==> src/rtl/rx_stat_fifo.sv <==
// Receive-path word FIFO with occupancy count, programmable thresholds,
// sticky overflow/underflow flags, synchronous flush and optional FWFT read.
module rx_stat_fifo #(
  parameter int DATA_WIDTH = 8,
  parameter int DEPTH      = 16,
  parameter int AF_LEVEL   = DEPTH - 2,
  parameter int AE_LEVEL   = 2,
  parameter bit FWFT       = 1'b0,
  parameter int CNT_WIDTH  = $clog2(DEPTH) + 1
) (
  input  logic                  clk,
  input  logic                  rst,
  input  logic                  flush,
  input  logic                  wr_en,
  input  logic [DATA_WIDTH-1:0] wr_data,
  input  logic                  rd_en,
  output logic [DATA_WIDTH-1:0] rd_data,
  output logic                  rd_valid,
  output logic                  full,
  output logic                  empty,
  output logic                  almost_full,
  output logic                  almost_empty,
  output logic [CNT_WIDTH-1:0]  count,
  output logic                  overflow,
  output logic                  underflow,
  input  logic                  clr_err
);

  localparam int ADDR_W = $clog2(DEPTH);
  localparam logic [CNT_WIDTH-1:0] DEPTH_C = CNT_WIDTH'(DEPTH);
  localparam logic [CNT_WIDTH-1:0] AF_C    = CNT_WIDTH'(AF_LEVEL);
  localparam logic [CNT_WIDTH-1:0] AE_C    = CNT_WIDTH'(AE_LEVEL);
  localparam logic [CNT_WIDTH-1:0] ONE_C   = CNT_WIDTH'(1);

  logic [DATA_WIDTH-1:0] mem_q [DEPTH];

  logic [CNT_WIDTH-1:0]  wr_ptr_q, wr_ptr_d;
  logic [CNT_WIDTH-1:0]  rd_ptr_q, rd_ptr_d;
  logic [DATA_WIDTH-1:0] rd_data_q, rd_data_d;
  logic                  rd_valid_q, rd_valid_d;
  logic                  ovf_q, ovf_d;
  logic                  unf_q, unf_d;

  logic [ADDR_W-1:0] wr_addr, rd_addr;
  logic              wr_acc, rd_acc;

  // Pointers carry an extra wrap bit, so their difference is the exact
  // occupancy 0..DEPTH and every flag comes from registered state only.
  assign count        = wr_ptr_q - rd_ptr_q;
  assign full         = (count == DEPTH_C);
  assign empty        = (count == '0);
  assign almost_full  = (count >= AF_C);
  assign almost_empty = (count <= AE_C);
  assign overflow     = ovf_q;
  assign underflow    = unf_q;

  assign wr_addr = wr_ptr_q[ADDR_W-1:0];
  assign rd_addr = rd_ptr_q[ADDR_W-1:0];
  assign wr_acc  = wr_en && !full  && !flush && !rst;
  assign rd_acc  = rd_en && !empty && !flush;

  always_comb begin
    // NOTE: every variable gets a default before any branch, so no path
    // through this block leaves a value unassigned and no latch is inferred.
    wr_ptr_d   = wr_ptr_q;
    rd_ptr_d   = rd_ptr_q;
    rd_data_d  = rd_data_q;
    rd_valid_d = 1'b0;
    ovf_d      = ovf_q;
    unf_d      = unf_q;

    if (flush) begin
      wr_ptr_d = '0;
      rd_ptr_d = '0;
    end else begin
      if (wr_acc) wr_ptr_d = wr_ptr_q + ONE_C;
      if (rd_acc) begin
        rd_ptr_d   = rd_ptr_q + ONE_C;
        rd_data_d  = mem_q[rd_addr];
        rd_valid_d = 1'b1;
      end
    end

    // Clear first so that a same-cycle error event wins over clr_err.
    if (clr_err) begin
      ovf_d = 1'b0;
      unf_d = 1'b0;
    end
    if (!flush && wr_en && full)  ovf_d = 1'b1;
    if (!flush && rd_en && empty) unf_d = 1'b1;
  end

  always_ff @(posedge clk) begin
    // NOTE: state registers use non-blocking assignments so every flop
    // samples the pre-edge values regardless of block evaluation order.
    if (rst) begin
      wr_ptr_q   <= '0;
      rd_ptr_q   <= '0;
      rd_data_q  <= '0;
      rd_valid_q <= 1'b0;
      ovf_q      <= 1'b0;
      unf_q      <= 1'b0;
    end else begin
      wr_ptr_q   <= wr_ptr_d;
      rd_ptr_q   <= rd_ptr_d;
      rd_data_q  <= rd_data_d;
      rd_valid_q <= rd_valid_d;
      ovf_q      <= ovf_d;
      unf_q      <= unf_d;
    end
  end

  // NOTE: storage is deliberately left out of reset; a word is only ever read
  // after it has been written, and an unreset array maps onto plain RAM.
  always_ff @(posedge clk) begin
    if (wr_acc) mem_q[wr_addr] <= wr_data;
  end

  generate
    if (FWFT) begin : g_fwft
      // Head word is shown directly; forced to zero while empty so the
      // output is defined out of reset.
      assign rd_data  = empty ? '0 : mem_q[rd_addr];
      assign rd_valid = !empty;
    end else begin : g_reg
      assign rd_data  = rd_data_q;
      assign rd_valid = rd_valid_q;
    end
  endgenerate

endmodule

==> config.mk <==
export PLATFORM = sky130hd
export DESIGN_NAME = rx_stat_fifo
export DESIGN_NICKNAME = d
export VERILOG_FILES = /design/src/rtl/rx_stat_fifo.sv
export SDC_FILE = /design/constraint.sdc
export NUM_CORES = 1
export LEC_CHECK = 0
export BUFFER_PORTS_ARGS = -buffer_cell sky130_fd_sc_hd__buf_4
export CAP_MARGIN = 20
export CORE_MARGIN = 4
export CORE_UTILIZATION = 45
export CTS_BUF_LIST = sky130_fd_sc_hd__clkbuf_4 sky130_fd_sc_hd__clkbuf_8
export DETAILED_ROUTE_END_ITERATION = 16
export GPL_ROUTABILITY_DRIVEN = 0
export HOLD_SLACK_MARGIN = 0.15
export SLEW_MARGIN = 20
export SYNTH_ARGS = -nofsm -noshare
export SYNTH_HDL_FRONTEND = slang
export SYNTH_SLANG_ARGS = --single-unit
==> constraint.sdc <==
create_clock -name clk -period 4.65 [get_ports clk]
set_clock_uncertainty 0.2 [all_clocks]
set_input_delay 0.465 -clock clk [delete_from_list [all_inputs] [get_ports clk]]
set_output_delay 0.465 -clock clk [all_outputs]
set_load 0.02 [all_outputs]
==> impl_metrics.json <==
{
  "outcome": "finished clean",
  "fmax_mhz": 258,
  "firstDrtPassIters": 4,
  "nFillCells": 1092,
  "cts_tree": "done",
  "ys.warnings.count": 0,
  "drive_above_1_share_pct": 27.7,
  "area_growth_pct": 14.4,
  "cp.arrival_ns": 3.21,
  "clockRootBuffer": "clkbuf_8",
  "relSlewSlack_pct": 55.6,
  "drc": 0,
  "required_ns": 3.98,
  "wl_per_cell_um": 22.2,
  "critPathKind": "register to output port",
  "endpoint_kind": "output port",
  "tightest_slew_ns": 0.666,
  "overflow": 0,
  "cts_resized": 0,
  "crit_path_frequent_cell": "buf_4",
  "grt_pass1_vias": 3506,
  "synthFlopType": "edfxtp_1",
  "route.vias.total": 3440,
  "synth-seq-area-share_pct": 68.4,
  "hpwl_mm": 9.08,
  "whs_ns": 0.176,
  "core_area_um2": 13400,
  "cts_buffer_depth": 2,
  "syn_nets": 399,
  "yosys-top-cells-area": "edfxtp_1, mux4_2, dfxtp_1",
  "synth_top_cell_by_area": "edfxtp_1",
  "total_power_mw": 2.70,
  "cts.sinks": 149,
  "syn_area_per_cell_um2": 16.6,
  "diodes": 0,
  "hold_viol": 0,
  "die_y_um": 126,
  "drtAntennaViolNets": 0,
  "maxCapViolCount": 0,
  "nets": 444,
  "grt_usage_pct": 18.2,
  "fin_setup_tns_ns": 0,
  "maxSlewViolCount": 0,
  "crit_family": "buffers and inverters",
  "htreeDepth": 4,
  "port_buffers": 33,
  "finalSetupViolCount": 0,
  "clkTransAtPathRegs_ns": 0.08,
  "vias_per_cell": 5.65,
  "critPathLaunchType": "register",
  "antenna_found_initial": 0,
  "p_leak_nw": 2.41,
  "post_cts_buffers": 0,
  "syn_inst": 375,
  "rows": 42,
  "max-vdd-ir-drop_mv": 0.252,
  "die_x_um": 126,
  "drt_iter0_drc": 301,
  "path_cells": "inv_1, ha_1, fa_1, nand2b_1, a21oi_2, xor2_2, buf_4, inv_2, a2111oi_0, buf_4",
  "critPathMaxFanout": 16,
  "setup_slack_ns": 0.778,
  "async_flop_share_pct": 0,
  "cp_slowest_cell": "a2111oi_0",
  "cts_buffers": 17,
  "period_minus_slack_ns": 3.87,
  "ios": 34,
  "synthesis.area_um2": 6230,
  "insertion_delay_ns": 0.44,
  "synth_common_cells": "edfxtp_1, mux4_2, nand2_1",
  "drt_wl_total_mm": 13.5,
  "finalCritPeriodShare_pct": 83.3,
  "yosys.area.top_type_share_pct": 61.6,
  "hp-class": "input pin to register",
  "synth_most_common_cell": "edfxtp_1",
  "grt_pass1_wl_mm": 21.2,
  "ys_ff_latch": 149,
  "dieArea_um2": 15800,
  "synth_cell_type_count": 43,
  "synth-edff-count": 128,
  "grt_max_degree": 37,
  "critPathMaxStageDelay_ns": 0.46,
  "initial_utilization_pct": 46.5,
  "critPathBufInv": 4,
  "rsz0062_at_grt": "false",
  "dp_slack_ns": 1.18,
  "power_density_nw_per_um2": 378,
  "cts_hold_buf": 5
}
metal layers:
| layer | track usage, % | share of wire, % | vias to the layer above |
|---|---|---|---|
| met2 | 28.5 | 49 | 107 |
| met5 | 0 | 0 | - |
| met4 | 5.80 | 1.4 | 0 |
| met1 | 25.5 | 45 | 1753 |
| met3 | 4.28 | 5.0 | 16 |
| li1 | - | - | 1564 |
report_power, final:
group          switching, mW  internal [mW]
sequential           0.00622           1.46
clock                  0.473          0.596
combinational          0.100         0.0598
final timing paths:
| kind | from | slack [ns] | cells after the start | endpoint |
|---|---|---|---|---|
| worst max-delay path | wr_ptr_q[0]$_SDFFE_PP0P_ | 0.78 | 10 | almost_empty |
| worst min-delay path | wr_data[7] | 0.18 | 1 | mem_q[5][7]$_DFFE_PP_ |
| worst min register to register | rd_ptr_q[4]$_SDFFE_PP0P_ | 0.30 | 2 | rd_ptr_q[4]$_SDFFE_PP0P_ |
| worst max register to register | wr_ptr_q[0]$_SDFFE_PP0P_ | 1.15 | 10 | mem_q[0][7]$_DFFE_PP_ |
layout by cell type, fill, tap and decap left out, drive strengths merged, types with 2 or more instances in the layout:
master and n:
dfxtp 21, and2 4, o22ai 16, a21oi 9
clkbuf 19, nand3 19, nand4 3, clkinv 7
edfxtp 128, nor2 18, buf 39, or3 2
bufinv 4, and3 12, nor2b 11, nand2b 4
ha 9, xor2 3, inv 12, nand2 25
o211ai 8, mux2i 11, dlygate4sd3 5, mux4 32
cell type report:
type | count | area, um2 | share of cell area (%)
clock buffers | 19 | 249 | 3.49
inverters | 10 | 37.5 | 0.526
well taps | 176 | 220 | 3.09
repair buffers | 44 | 343 | 4.81
clock inverters | 13 | 180 | 2.53
multi-input cells | 198 | 1840 | 25.8
flip-flops and latches | 149 | 4270 | 59.8
state kept, by name (all words and copies together), names as in the netlist:
register / cells
mem_q: 128
overflow: 1
rd_data: 8
rd_ptr_q: 5
rd_valid: 1
underflow: 1
wr_ptr_q: 5
stage by stage:
stage | instance area (um2) | utilization [%] | cells
after floorplan | 6230 | - | 375
after global placement | 6650 | 49.7 | 572
after detailed placement | 6650 | 49.7 | 572
after CTS | 7130 | 53.2 | 609
after global routing | 7130 | 53.2 | 609
final | 7130 | 53.2 | 609
cell families (layout without fill, tap and decap cells):
group | count (synthesis) | in the layout | synth area share, %
flops | 149 | 149 | 68.4
simple gates | 102 | 102 | 8.49
mux | 44 | 44 | 13.8
xor+xnor | 4 | 4 | 0.803
fa+ha+maj | 10 | 10 | 2.13
buf+inv | 28 | 86 | 2.13
compound gates | 38 | 38 | 4.29
(Power assumes the default switching activity.)
